===== src/rtl/alu_mul_sequencer_pkg.sv =====
// Shared definitions for the multi-cycle multiply sequencer.
// Holds the controller state encoding, the ALU opcode map (the opcodes the
// sequencer drives on the shared ALU bus) and the default datapath width.
package alu_seq_pkg;

  localparam int unsigned WIDTH_DEF = 16;

  typedef enum logic [1:0] {
    IDLE = 2'd0,
    ADD  = 2'd1,
    DBL  = 2'd2,
    DONE = 2'd3
  } state_t;

  // ALU opcodes
  localparam logic [2:0] OPC_NEG    = 3'd0;
  localparam logic [2:0] OPC_INC    = 3'd1;
  localparam logic [2:0] OPC_ADD    = 3'd2;  // A + B + cin
  localparam logic [2:0] OPC_ADDSHR = 3'd3;
  localparam logic [2:0] OPC_AND    = 3'd4;
  localparam logic [2:0] OPC_OR     = 3'd5;
  localparam logic [2:0] OPC_CAT    = 3'd6;
  localparam logic [2:0] OPC_IDLE   = 3'd7;

endpackage


===== src/rtl/alu_mul_sequencer.sv =====
// Multi-cycle signed WIDTHxWIDTH multiplier (low WIDTH bits of the product)
// that borrows the shared ALU instead of owning an adder. Shift-and-add over
// ITER multiplier bits, two cycles per bit (ADD then DBL), fixed latency.
//
// Ports:
//   clk, rst_n        clock, synchronous active-low reset
//   start, opA, opB   request and operands (sampled only when idle)
//   busy, done        busy while not idle; done pulses for one cycle in DONE
//   result, zer, neg  product and its flags, updated only when leaving DONE
//   alu_inA/inB/inC/opc  drive the shared ALU while busy
//   alu_outW          combinational ALU result returned in the same cycle
module alu_mul_sequencer
  import alu_seq_pkg::*;
#(
  parameter int unsigned WIDTH = WIDTH_DEF,
  parameter int unsigned ITER  = WIDTH
) (
  input  logic             clk,
  input  logic             rst_n,
  input  logic             start,
  input  logic [WIDTH-1:0] opA,
  input  logic [WIDTH-1:0] opB,
  output logic             busy,
  output logic             done,
  output logic [WIDTH-1:0] result,
  output logic             zer,
  output logic             neg,
  output logic [WIDTH-1:0] alu_inA,
  output logic [WIDTH-1:0] alu_inB,
  output logic             alu_inC,
  output logic [2:0]       alu_opc,
  input  logic [WIDTH-1:0] alu_outW
);

  localparam logic [3:0] CNT_LAST = 4'(ITER - 1);

  state_t           state;
  state_t           state_nxt;
  logic [WIDTH-1:0] acc;
  logic [WIDTH-1:0] mc;
  logic [WIDTH-1:0] mp;
  logic [3:0]       cnt;

  // State register
  always_ff @(posedge clk) begin
    if (!rst_n) begin
      state <= IDLE;
    end else begin
      state <= state_nxt;
    end
  end

  // Next state, status and ALU bus. The bus is parked on OPC_IDLE with zero
  // operands whenever the sequencer is not actually using the adder.
  always_comb begin
    state_nxt = state;
    busy      = (state != IDLE);
    done      = 1'b0;
    alu_opc   = OPC_IDLE;
    alu_inA   = '0;
    alu_inB   = '0;
    alu_inC   = 1'b0;
    unique case (state)
      IDLE: begin
        if (start) state_nxt = ADD;
      end
      ADD: begin
        if (mp[0]) begin
          alu_opc = OPC_ADD;
          alu_inA = acc;
          alu_inB = mc;
        end
        state_nxt = DBL;
      end
      DBL: begin
        alu_opc = OPC_ADD;
        alu_inA = mc;
        alu_inB = mc;
        state_nxt = (cnt == CNT_LAST) ? DONE : ADD;
      end
      DONE: begin
        done      = 1'b1;
        state_nxt = IDLE;
      end
      default: state_nxt = IDLE;
    endcase
  end

  // Datapath registers
  always_ff @(posedge clk) begin
    if (!rst_n) begin
      acc    <= '0;
      mc     <= '0;
      mp     <= '0;
      cnt    <= '0;
      result <= '0;
      zer    <= 1'b1;
      neg    <= 1'b0;
    end else begin
      unique case (state)
        IDLE: begin
          if (start) begin
            acc <= '0;
            mc  <= opA;
            mp  <= opB;
            cnt <= '0;
          end
        end
        ADD: begin
          if (mp[0]) acc <= alu_outW;
        end
        DBL: begin
          mc <= alu_outW;
          mp <= mp >> 1;
          if (cnt != CNT_LAST) cnt <= cnt + 4'd1;
        end
        DONE: begin
          result <= acc;
          zer    <= (acc == '0);
          neg    <= acc[WIDTH-1];
        end
        default: ;
      endcase
    end
  end

endmodule


===== config.mk =====
export PLATFORM = sky130hd
export DESIGN_NAME = alu_mul_sequencer
export DESIGN_NICKNAME = d
export VERILOG_FILES = /design/src/rtl/alu_mul_sequencer_pkg.sv /design/src/rtl/alu_mul_sequencer.sv
export SDC_FILE = /design/constraint.sdc
export NUM_CORES = 1
export LEC_CHECK = 0
export CAP_MARGIN = 20
export CORE_MARGIN = 3
export CORE_UTILIZATION = 30
export CTS_CLUSTER_DIAMETER = 40
export DETAILED_ROUTE_END_ITERATION = 8
export PLACE_DENSITY = 0.54
export SYNTH_ARGS = -nofsm -noshare
export SYNTH_HDL_FRONTEND = slang
export SYNTH_SLANG_ARGS = --single-unit

===== constraint.sdc =====
create_clock -name clk -period 2.64 [get_ports clk]
set_clock_uncertainty 0.05 [all_clocks]
set_input_delay 0.528 -clock clk [delete_from_list [all_inputs] [get_ports clk]]
set_output_delay 0.528 -clock clk [all_outputs]
set_load 0.03 [all_outputs]

Yosys cells after proc, flatten, opt, wreduce, memory -nomap -nowiden
Cells that the tools add are included.
{"block": "classes", "addsub": 1, "n_eq_ne": 8, "muxes": 20, "n_reduce_logical": 8}
{"op": "$pmux 16 s2", "count": 5}
{"op": "$mux 16", "count": 6}
{"op": "$logic_not 16->1", "count": 1}
{"op": "$mux 4", "count": 2}
{"op": "$pmux 2 s4", "count": 1}
{"op": "$pmux 4 s2", "count": 1}
{"op": "$ne 2x2->1 const B", "count": 3}
{"op": "$pmux 3 s2", "count": 1}
{"op": "$reduce_and 3->1", "count": 2}
{"op": "$reduce_bool 2->1", "count": 3}
{"op": "$add 4x1->4 const B", "count": 1}
{"op": "$eq 2x2->1 const B", "count": 2}
{"op": "$eq 4x4->1 const B", "count": 1}
{"op": "$mux 2", "count": 2}
{"op": "$ne 4x4->1 const B", "count": 1}
{"op": "$mux 3", "count": 1}
{"op": "$eq 2x1->1 const B", "count": 1}
{"op": "$logic_not 2->1", "count": 1}
{"op": "$reduce_and 2->1", "count": 1}
{"op": "$mux 1", "count": 1}
{"block": "word_totals", "regBits": 72, "inputBits": 51, "output_inout_bits": 56, "elab_cells": 45}

Logic depth before layout (Yosys ltp)
{"block": "logic_depth", "ltp_word": 3, "mapped_depth": 8, "depth_no_buf": 5}

Worst setup path after synthesis
Ideal clock, no wire load.
{"block": "synth_timing", "path_kind": "flip-flop to output port", "startpoint": "reg state[1]", "endpoint": "out alu_opc[2]", "arrival_time_ps": 1628, "t_required_ps": 2062, "setup_slack_ps": 434, "stages_incl_launch_ff": 5, "n_path_buf": 1, "cell_sequence": "dfxtp_1 > inv_1 > ha_1 > mux2i_1 > buf_4"}
{"block": "synth_via", "elab_chain_cells": 2, "word_cells_on_any_way": 3, "classes_between": "eq/ne (2); mux (1)"}
{"element": "start: declaration", "line_no": "alu_mul_sequencer.sv:37", "rtl": "state_t state;"}
{"element": "start signal: assignment", "line_no": "alu_mul_sequencer.sv:49", "rtl": "state <= state_nxt;"}
{"element": "$eq 2x2->1 or $eq 2x1->1 (tied branches)", "line_no": "alu_mul_sequencer.sv:63", "rtl": "unique case (state)"}
{"element": "$pmux 3 s2 *", "line_no": "alu_mul_sequencer.sv:63"}
{"element": "end: declaration", "line_no": "alu_mul_sequencer.sv:31", "rtl": "output logic [2:0] alu_opc,"}
Mark *: on every way between the ends. The rest lies on a longest branch, timed or not.

Worst setup path after layout
{"block": "layout_timing", "startpoint": "reg state[1]", "endpoint": "out alu_inA[14]"}
{"block": "layout_via", "elab_chain_cells": 2, "word_cells_on_any_way": 3, "classes_between": "eq/ne (2); mux (1)"}
{"element": "$eq 2x2->1 or $eq 2x1->1 (tied branches)", "line_no": "alu_mul_sequencer.sv:63"}
{"element": "$pmux 16 s2 *", "line_no": "alu_mul_sequencer.sv:63"}
{"element": "end: declaration", "line_no": "alu_mul_sequencer.sv:28", "rtl": "output logic [WIDTH-1:0] alu_inA,"}
Marks and branches as above.

==> qor.yml <==
yosysWarnings: 0
finalInstanceArea_mm2: 0.00507
yosys_register_bits: 71
ant_nets: 0
wl_per_cell_um: 16.8
critPathKind: "flip-flop to output pin"
synth_top_cell_area_share_pct: 39.1
seq_area_frac_synth_pct: 39.1
cts_sinks: 71
hold_violations: 0
clkLatencyLatePin_ns: 0.33
drc_errors: 0
core-area_mm2: 0.0116
gp_routability_congestion: 0.754
postSynthCellCount: 374
root_buffer: "clkbuf_16"
fp.dieH_um: 116
final_cell_mix: "dfxtp_1, clkdlybuf4s50_1, mux2i_1"
syn_to_final_growth_pct: 39.3
design.die.area_mm2: 0.0135
initial_core_util_pct: 31.3
setup_viol: 0
antenna_cells: 0
nets: 526
drt_first_iter_violations: 182
arrival_ns: 1.98
outcome: "completed"
synth_cell_types: 37
grt_pass1_wl_um: 16200
period_minus_slack_ns: 2.56
grt_pass1_vias: 3160
syn_nets: 433
cts_resized: 5
io_buffers: 104
slew_headroom_pct: 58.4
p_total_mw: 3.50
crit_path_max_fanout: 8
avgSynthCellArea_um2: 9.73
drive_above_1_share_pct: 15.7
rows: 39
slew_viol_final: 0
yosys.area.top_type: "dfxtp_1"
drt-total-wl_um: 10300
synth_edf_count: 0
cts_setup_buffers: 0
multiInputGateArea_mm2: 0.00199
dp_hpwl_um: 7420
syn_area_mm2: 0.00364
critPathRequiredTime_ns: 2.06
ys.flop_type: "dfxtp_1"
fillers: 1141
synthArstFlopShare_pct: 0
worst_pin_slew_ns: 0.623
tns_ns: 0
clk_pin_slew_ns: 0.06
cts_buffers: 9
max_stage_delay_ns: 0.38
grt_max_degree: 38
htreeDepth: 3
regArea_mm2: 0.00142
ir_drop_v: 0.000276
postLayoutCoreUtil_pct: 43.7
critPathBufInv: 3
power_density_mw_per_mm2: 691
die_w_um: 116
critPathTopFamily: "buffers and inverters"
rsz0062_at_grt: "false"
layout_commonest_cell: "dfxtp_1"
cp_common_cell: "buf_4"
finalCritPeriodShare_pct: 96.9
endpoint_kind: "output pin"
track_usage_pct: 15.3
cts_tree: "yes"
clockBufferDepth: 2
cts_hold_buf: 0
via_per_inst: 5.06
grt_antenna_before_repair: 0
dpl-instance-area_mm2: 0.00469
p_leak_nw: 2.15
hp-class: "flip-flop to flip-flop"
grt_overflow: 0
path_cells: "inv_1 > ha_1 > and2_0 > buf_4 > a22o_1 > buf_4"
io_pins: 107
clock.fmax_mhz: 391
worst_setup_path_start_kind: "flip-flop"
vias: 3109
slowest_stage: "dfxtp_2"
maxCapViolations: 0
drt_pass1_iterations: 4
synthTopCellsByArea: "dfxtp_1, mux2i_1, o211a_1"
[cells by family (layout without fill, tap and decap cells)]
logic type / count (synthesis) / count (layout) / synth area share [%]
compound gates: 94 / 94 / 20.7
fa+ha+maj: 8 / 8 / 2.75
buf+inv: 42 / 139 / 6.71
flops: 71 / 71 / 39.1
mux: 52 / 52 / 14.6
other cells: 2 / 2 / 0.206
simple gates: 105 / 105 / 16.0
[power by group]
| part | internal (mW) | total (mW) | switching (mW) |
|---|---|---|---|
| Sequential | 1.18 | 1.27 | 0.0917 |
| Clock | 1.01 | 1.47 | 0.453 |
| Combinational | 0.345 | 0.762 | 0.417 |
| Total | 2.54 | 3.50 | 0.962 |
[cells in the mapped netlist, types with 3 or more instances]
cell       n
nor4_1     3
a21boi_1  10
buf_6      6
a22o_1    15
nand2_1   33
dfxtp_1   71
clkbuf_1  11
o211a_1   31
nand4_1   19
buf_4      6
ha_1       8
inv_1      3
buf_2     14
nor2b_1   20
o21ai_0   21
a21boi_0  10
and2_1    16
mux2i_1   50
[sequential cells by signal, summed over array words and instances, names as in the netlist]
name / cells
acc: 16
mc: 16
mp: 16
result: 15
cnt: 4
state: 2
neg: 1
zer: 1
[worst register-to-register path, delay by kind of cell, from the launching register on]
family / cells / cell delay (ns)
muxes: 1 / 0.25
AOI/OAI and AO/OA: 1 / 0.14
DFF: 1 / 0.35
and+or+nand+nor: 1 / 0.11
adders and majority gates: 1 / 0.28
buffers and inverters: 3 / 0.83
[area by class of cell]
class	count	share of cell area [%]
multi-input cells	261	39.3
flip-flops and latches	71	28.1
repair buffers	121	21.8
clock buffers	9	4.44
well taps	143	3.53
clock inverters	6	2.64
inverters	3	0.222
[per-stage QoR]
step / cells / setup WS [ns] / hold WS (ns)
after floorplan: 374 / 0.434 / 0.391
after global placement: 599 / 0.183 / 0.406
after detailed placement: 599 / 0.125 / 0.406
after CTS: 614 / 0.00156 / 0.414
after global routing: 614 / 0.00379 / 0.445
final: 614 / 0.0828 / 0.412
[per-layer routing]
| metal | wire, um | part of all wire, % | track usage [%] |
|---|---|---|---|
| met3 | 502 | 4.9 | 3.11 |
| met2 | 4580 | 44 | 24.1 |
| met1 | 5060 | 49 | 20.8 |
| met5 | 0 | 0 | 0 |
| met4 | 179 | 1.7 | 5.88 |
[final timing paths]
check,slack (ns),end,from,cells after the start
worst max register to register,0.53,mp[13],state[0],7
worst max-delay path,0.08,alu_inA[14],state[1],6
worst min register to register,0.41,mp[15],mp[15],2
worst min-delay path,0.41,mp[15],mp[15],2
No activity file was read; power rests on OpenSTA's default activity.
